`config.mk`:
```
export PLATFORM = sky130hd
export DESIGN_NAME = layer_output_collector
export DESIGN_NICKNAME = d
export VERILOG_FILES = /design/src/rtl/ann_pkg.sv /design/src/rtl/layer_output_collector_requant_sat.sv /design/src/rtl/layer_output_collector.sv
export SDC_FILE = /design/constraint.sdc
export NUM_CORES = 1
export LEC_CHECK = 0
export BUFFER_PORTS_ARGS = -buffer_cell sky130_fd_sc_hd__buf_2
export CAP_MARGIN = 20
export CELL_PAD_IN_SITES_DETAIL_PLACEMENT = 2
export CELL_PAD_IN_SITES_GLOBAL_PLACEMENT = 2
export CORE_ASPECT_RATIO = 2
export CORE_MARGIN = 1
export CORE_UTILIZATION = 33
export DETAILED_ROUTE_END_ITERATION = 10
export PLACE_DENSITY = 0.76
export SYNTH_ARGS = -nofsm -noshare
export SYNTH_HDL_FRONTEND = slang
export SYNTH_SLANG_ARGS = --single-unit
```
`constraint.sdc`:
```
create_clock -name clk -period 2.8 [get_ports clk]
set_input_delay 0.84 -clock clk [delete_from_list [all_inputs] [get_ports clk]]
set_output_delay 0.84 -clock clk [all_outputs]
set_load 0.01 [all_outputs]
```
`src/rtl/ann_pkg.sv`:
```
// Shared definitions for the layer pipeline blocks: collector state encoding,
// accumulator width helper and signed saturation limits.
package ann_pkg;

    typedef enum logic [1:0] {
        IDLE,
        PROC,
        HOLD
    } state_t;

    // Raw neuron accumulators carry 8 guard bits above the layer data width.
    function automatic int ACC_W(input int w);
        return w + 8;
    endfunction

    function automatic logic signed [63:0] sat_max(input int w);
        return (64'sd1 <<< (w - 1)) - 64'sd1;
    endfunction

    function automatic logic signed [63:0] sat_min(input int w);
        return -(64'sd1 <<< (w - 1));
    endfunction

endpackage

```
`src/rtl/layer_output_collector_requant_sat.sv`:
```
// requant_sat: combinational arithmetic right shift followed by signed
// saturation from IN_W to OUT_W bits, with a flag when clamping occurs.
module requant_sat
    import ann_pkg::*;
#(
    parameter int IN_W  = 16,
    parameter int OUT_W = 8,
    parameter int SHIFT = 2
) (
    input  logic [IN_W-1:0]  value_in,
    output logic [OUT_W-1:0] value_out,
    output logic             sat
);

    localparam logic signed [63:0]     MAX64 = sat_max(OUT_W);
    localparam logic signed [63:0]     MIN64 = sat_min(OUT_W);
    localparam logic signed [IN_W-1:0] MAX_V = MAX64[IN_W-1:0];
    localparam logic signed [IN_W-1:0] MIN_V = MIN64[IN_W-1:0];

    logic signed [IN_W-1:0] shifted;

    // Floor toward minus infinity comes for free from the arithmetic shift.
    always_comb begin
        shifted   = $signed(value_in) >>> SHIFT;
        value_out = shifted[OUT_W-1:0];
        sat       = 1'b0;
        if (shifted > MAX_V) begin
            value_out = MAX_V[OUT_W-1:0];
            sat       = 1'b1;
        end else if (shifted < MIN_V) begin
            value_out = MIN_V[OUT_W-1:0];
            sat       = 1'b1;
        end
    end

endmodule

```
`src/rtl/layer_output_collector.sv`:
```
// Collects one raw neuron vector, requantizes it serially through a shared
// requant_sat and presents it downstream. Define ARGMAX_EN to add argmax_idx.
module layer_output_collector
    import ann_pkg::*;
#(
    parameter int LAYER_DATA_WIDTH = 8,
    parameter int NUM_NEURONS      = 4,
    parameter int SHIFT            = 2
) (
    input  logic                                              clk,
    input  logic                                              rst_n,
    input  logic                                              in_valid,
    output logic                                              in_ready,
    input  logic [NUM_NEURONS*ACC_W(LAYER_DATA_WIDTH)-1:0]    neuron_in,
    output logic                                              out_valid,
    input  logic                                              out_ready,
    output logic [NUM_NEURONS*LAYER_DATA_WIDTH-1:0]           data_out,
    output logic                                              sat_flag
`ifdef ARGMAX_EN
    ,
    output logic [$clog2(NUM_NEURONS)-1:0]                    argmax_idx
`endif
);

    localparam int W     = LAYER_DATA_WIDTH;
    localparam int AW    = ACC_W(LAYER_DATA_WIDTH);
    localparam int IDX_W = $clog2(NUM_NEURONS);
    localparam logic [IDX_W-1:0] LAST_IDX = IDX_W'(NUM_NEURONS - 1);

    state_t           state;
    state_t           state_next;
    logic [IDX_W-1:0] idx;
    logic [AW-1:0]    in_buf  [NUM_NEURONS];
    logic [W-1:0]     out_reg [NUM_NEURONS];
    logic [W-1:0]     rq_value;
    logic             rq_sat;
    logic             accept;
    logic             last;

    // A HOLD handoff with in_valid high reloads in the same cycle.
    assign in_ready  = rst_n && ((state == IDLE) || ((state == HOLD) && out_ready));
    assign accept    = in_valid && in_ready;
    assign out_valid = (state == HOLD);
    assign last      = (idx == LAST_IDX);

    always_comb begin
        state_next = state;
        unique case (state)
            IDLE: if (in_valid) state_next = PROC;
            PROC: if (last) state_next = HOLD;
            HOLD: if (out_ready) state_next = in_valid ? PROC : IDLE;
            default: state_next = IDLE;
        endcase
    end

    always_ff @(posedge clk) begin
        if (accept) begin
            for (int i = 0; i < NUM_NEURONS; i++) begin
                in_buf[i] <= neuron_in[i*AW +: AW];
            end
        end
    end

    requant_sat #(
        .IN_W  (AW),
        .OUT_W (W),
        .SHIFT (SHIFT)
    ) u_requant (
        .value_in  (in_buf[idx]),
        .value_out (rq_value),
        .sat       (rq_sat)
    );

    always_ff @(posedge clk) begin
        if (!rst_n) begin
            state    <= IDLE;
            idx      <= '0;
            sat_flag <= 1'b0;
            for (int i = 0; i < NUM_NEURONS; i++) begin
                out_reg[i] <= '0;
            end
        end else begin
            state <= state_next;
            if (accept) begin
                idx      <= '0;
                sat_flag <= 1'b0;
            end else if (state == PROC) begin
                out_reg[idx] <= rq_value;
                sat_flag     <= sat_flag | rq_sat;
                idx          <= last ? '0 : idx + 1'b1;
            end
        end
    end

    for (genvar g = 0; g < NUM_NEURONS; g++) begin : g_pack
        assign data_out[g*W +: W] = out_reg[g];
    end

`ifdef ARGMAX_EN
    logic [W-1:0]     max_val;
    logic [IDX_W-1:0] max_idx;

    // Strictly-greater replacement keeps the lowest index on ties.
    always_ff @(posedge clk) begin
        if (!rst_n) begin
            max_val <= '0;
            max_idx <= '0;
        end else if (state == PROC) begin
            if ((idx == '0) || ($signed(rq_value) > $signed(max_val))) begin
                max_val <= rq_value;
                max_idx <= idx;
            end
        end
    end

    assign argmax_idx = max_idx;
`endif

endmodule

```
==> impl_metrics.csv <==
group,metric,value,unit
clock_tree,clock-sinks,95,
clock_tree,cts_hold_buf,0,
routing,via_count,2113,
global_route,antenna_found_initial,0,
power,p_int,0.00234,W
worst_setup_path,crit_path_end_kind,"output port",
worst_setup_path,worst_r2r_path_depth,6,
timing,setup_tns,0,ns
power,seq_power_share,54.5,%
timing,slew_headroom,71.1,%
floorplan,die_w,76.6,um
clock_tree,cts_buffers,9,
timing,setup_violations,0,
power,clockPowerShare,36.9,%
worst_setup_path,reg2reg_slack,0.45,ns
floorplan,initial_utilization,33.8,%
clock_tree,cts-root-buf,"clkbuf_16",
outcome,outcome,"completed",
timing,final.period_utilization,87.7,%
worst_setup_path,crit_required,1.96,ns
finish,final_common_cell,"buf_2",
worst_setup_path,path_buf_inv,3,
synth,yosysWarningCount,0,
clock_tree,htree_levels,3,
routing,route.detailed.drc,0,
finish,largest_reg_flops,56,
finish,antenna_cells,0,
worst_setup_path,slowest_stage,"a211oi_1",
global_route,grt_first_pass_wirelength,12100,um
worst_setup_path,rr_endpoint,"out_reg[1][4]$_SDFFCE_PN0P_",
worst_setup_path,crit_end,"in_ready",
worst_setup_path,setup.worst_path.start,"rst_n",
synth,synth-seq-cells,95,
synth,synth_cell_types,35,
timing,post-route-min-period,2.46,ns
worst_setup_path,critical-path-top-delay-family,"buffers and inverters",
power,power_leakage,1.76,nW
timing,rsz0062_at_grt,"no",
worst_setup_path,crit_top_cell,"buf_2",
synth,synth_fp_nets,270,
global_route,first_global_vias,2309,
placed_design,placed_cells,436,
timing,slew_viol_final,0,
power,peakVddDrop,0.452,mV
placed_design,gp_congestion,0.749,
floorplan,core,10900,um2
timing,max_freq,407,MHz
synth,syn_inst,201,
timing,hold_viol_final,0,
clock_tree,cts_resized,0,
routing,wl_per_cell,16.9,um
clock_tree,cts_max_path_buffers,2,
worst_setup_path,crit_arrival,1.62,ns
worst_setup_path,cp_slowest_stage_delay,0.34,ns
placed_design,port_buffers,94,
placed_design,hpwl,6100,um
worst_setup_path,crit_chain,"buf_2, inv_1, a211oi_1, buf_2",
global_route,grt_max_degree,38,
hold_path,holdCritPathClass,"reg2reg",
clock_tree,cts.clk_slew.worst_paths,0.06,ns
global_route,overflow,0,
floorplan,ioPinCount,103,
power,p_per_area,659,nW/um2
floorplan,die_h,151,um
timing,worst_slew_pin_slew,0.430,ns
worst_setup_path,path_max_fanout,7,
worst_setup_path,cp-start-kind,"primary input",
global_route,grtUsageTotal,14.6,%
power,power_frac_comb,8.6,%
floorplan,die_area,11600,um2
worst_setup_path,worstSetupPathType,"in2out",
clock_tree,worstSkewPairLatency,0.34,ns
power,p_sw_share,22.7,%
finish,final_cells,453,
power,p_switching,0.000687,W
finish,area_growth,25.0,%
synth,yosysSeqAreaShare,75.7,%
routing,firstDrtPassIters,4,
timing,holdWs,0.493,ns
routing,vias_per_cell,4.66,
finish,final_cell_mix,"95 x buf_2, 88 x edfxtp_1, 36 x nor2_1",
finish,finalNetCount,377,
floorplan,num_rows,54,
finish,drive_above_1_share,45.0,%
worst_setup_path,path_depth,4,
power,power.total,0.00303,W
routing,drtIter0Drc,97,
clock_tree,cts_tree,"done",
flow_run,cap_violations,0,
routing,wl,7650,um
synth,syn_area_per_cell,18.3,um2
routing,antenna_left,0,
timing,finClkSkew,0.00522,ns
synth,netlist_area,3680,um2
clock_tree,post_cts_buffers,0,
==> how the worst min path moves through the flow <==
| stage | from | end | slack (ns) | depth (start not counted) |
|---|---|---|---|---|
| finish | sat_flag$_SDFFE_PP0N_ | sat_flag$_SDFFE_PP0N_ | 0.49 | 2 |
| global route | sat_flag$_SDFFE_PP0N_ | sat_flag$_SDFFE_PP0N_ | 0.50 | 2 |
| CTS | sat_flag$_SDFFE_PP0N_ | sat_flag$_SDFFE_PP0N_ | 0.48 | 2 |
| detailed placement | sat_flag$_SDFFE_PP0N_ | sat_flag$_SDFFE_PP0N_ | 0.47 | 2 |
| global placement | sat_flag$_SDFFE_PP0N_ | sat_flag$_SDFFE_PP0N_ | 0.46 | 2 |
| floorplan | sat_flag$_SDFFE_PP0N_ | sat_flag$_SDFFE_PP0N_ | 0.49 | 2 |
==> power groups by stage <==
stage / clock [W] / sequential, W / combinational [W]
after floorplan: 0 / 0.00169 / 0.000138
after global placement: 0 / 0.00168 / 0.000255
after detailed placement: 0 / 0.00168 / 0.000269
after CTS: 0.00116 / 0.00165 / 0.000269
after global routing: 0.00121 / 0.00166 / 0.000286
final: 0.00112 / 0.00165 / 0.000262
==> cells by family after synthesis <==
logic type / count (synthesis) / share of synthesized area (%)
buffers and inverters: 11 / 2.59
AND/OR/NAND/NOR: 57 / 7.21
flip-flops: 95 / 75.7
adder cells (fa/ha/maj): 1 / 0.340
AO/OA/AOI/OAI: 19 / 4.12
multiplexers: 18 / 10.1
==> layer usage <==
layer | share of wire, % | vias to the layer above | GRT usage [%]
li1 | - | 985 | -
met1 | 32 | 1047 | 13.1
met2 | 60 | 66 | 28.5
met3 | 4.0 | 15 | 3.49
met4 | 3.5 | 0 | 9.23
met5 | 0 | - | 0
==> cell type report <==
type | count | area, um2
clock buffer | 10 | 229
sequential | 95 | 2780
inverter | 4 | 18.8
clock inverter | 6 | 45.0
fill | 1068 | 6280
tap | 140 | 175
multi-input combinational | 95 | 800
timing repair buffer | 103 | 548
==> synthesized netlist by cell type <==
master | n | area (um2)
nor3_1 | 1 | 5.00
edfxtp_1 | 88 | 2640
and2_1 | 1 | 6.26
inv_1 | 4 | 15.0
nand2b_1 | 4 | 25.0
a21oi_2 | 7 | 61.3
o22ai_1 | 2 | 12.5
o31ai_1 | 1 | 7.51
a21oi_1 | 1 | 5.00
or3_2 | 1 | 7.51
nand2_1 | 7 | 26.3
mux4_1 | 6 | 158
mux2i_1 | 3 | 30.0
dfxtp_1 | 7 | 140
a211oi_1 | 1 | 7.51
nand3_1 | 1 | 5.00
buf_2 | 1 | 5.00
buf_12 | 1 | 20.0
o21ai_4 | 1 | 16.3
mux4_2 | 7 | 158
or3b_1 | 1 | 8.76
clkbuf_8 | 1 | 13.8
o211ai_2 | 1 | 12.5
buf_6 | 3 | 33.8
ha_1 | 1 | 12.5
o21ai_0 | 4 | 20.0
nor2b_1 | 1 | 6.26
nor2_1 | 36 | 135
nand4_1 | 1 | 6.26
or2_2 | 2 | 12.5
mux2_2 | 1 | 11.3
nor4_4 | 1 | 21.3
mux2i_2 | 1 | 13.8
o2bb2ai_1 | 1 | 8.76
buf_4 | 1 | 7.51
==> per-stage QoR <==
step / area (um2) / setup slack, ns / util [%]
after floorplan: 3680 / 0.320 / -
after global placement: 4320 / 0.359 / 39.7
after detailed placement: 4320 / 0.306 / 39.7
after CTS: 4590 / 0.326 / 42.2
after global routing: 4600 / 0.201 / 42.3
final: 4600 / 0.343 / 42.3
==> tightest hold or removal path, stage by stage, from the launching register on <==
cell and delay [ns]:
dfxtp_1 0.32, inv_1 0.05, o22ai_1 0.07
Note: power is estimated with default switching activity, not from simulation.
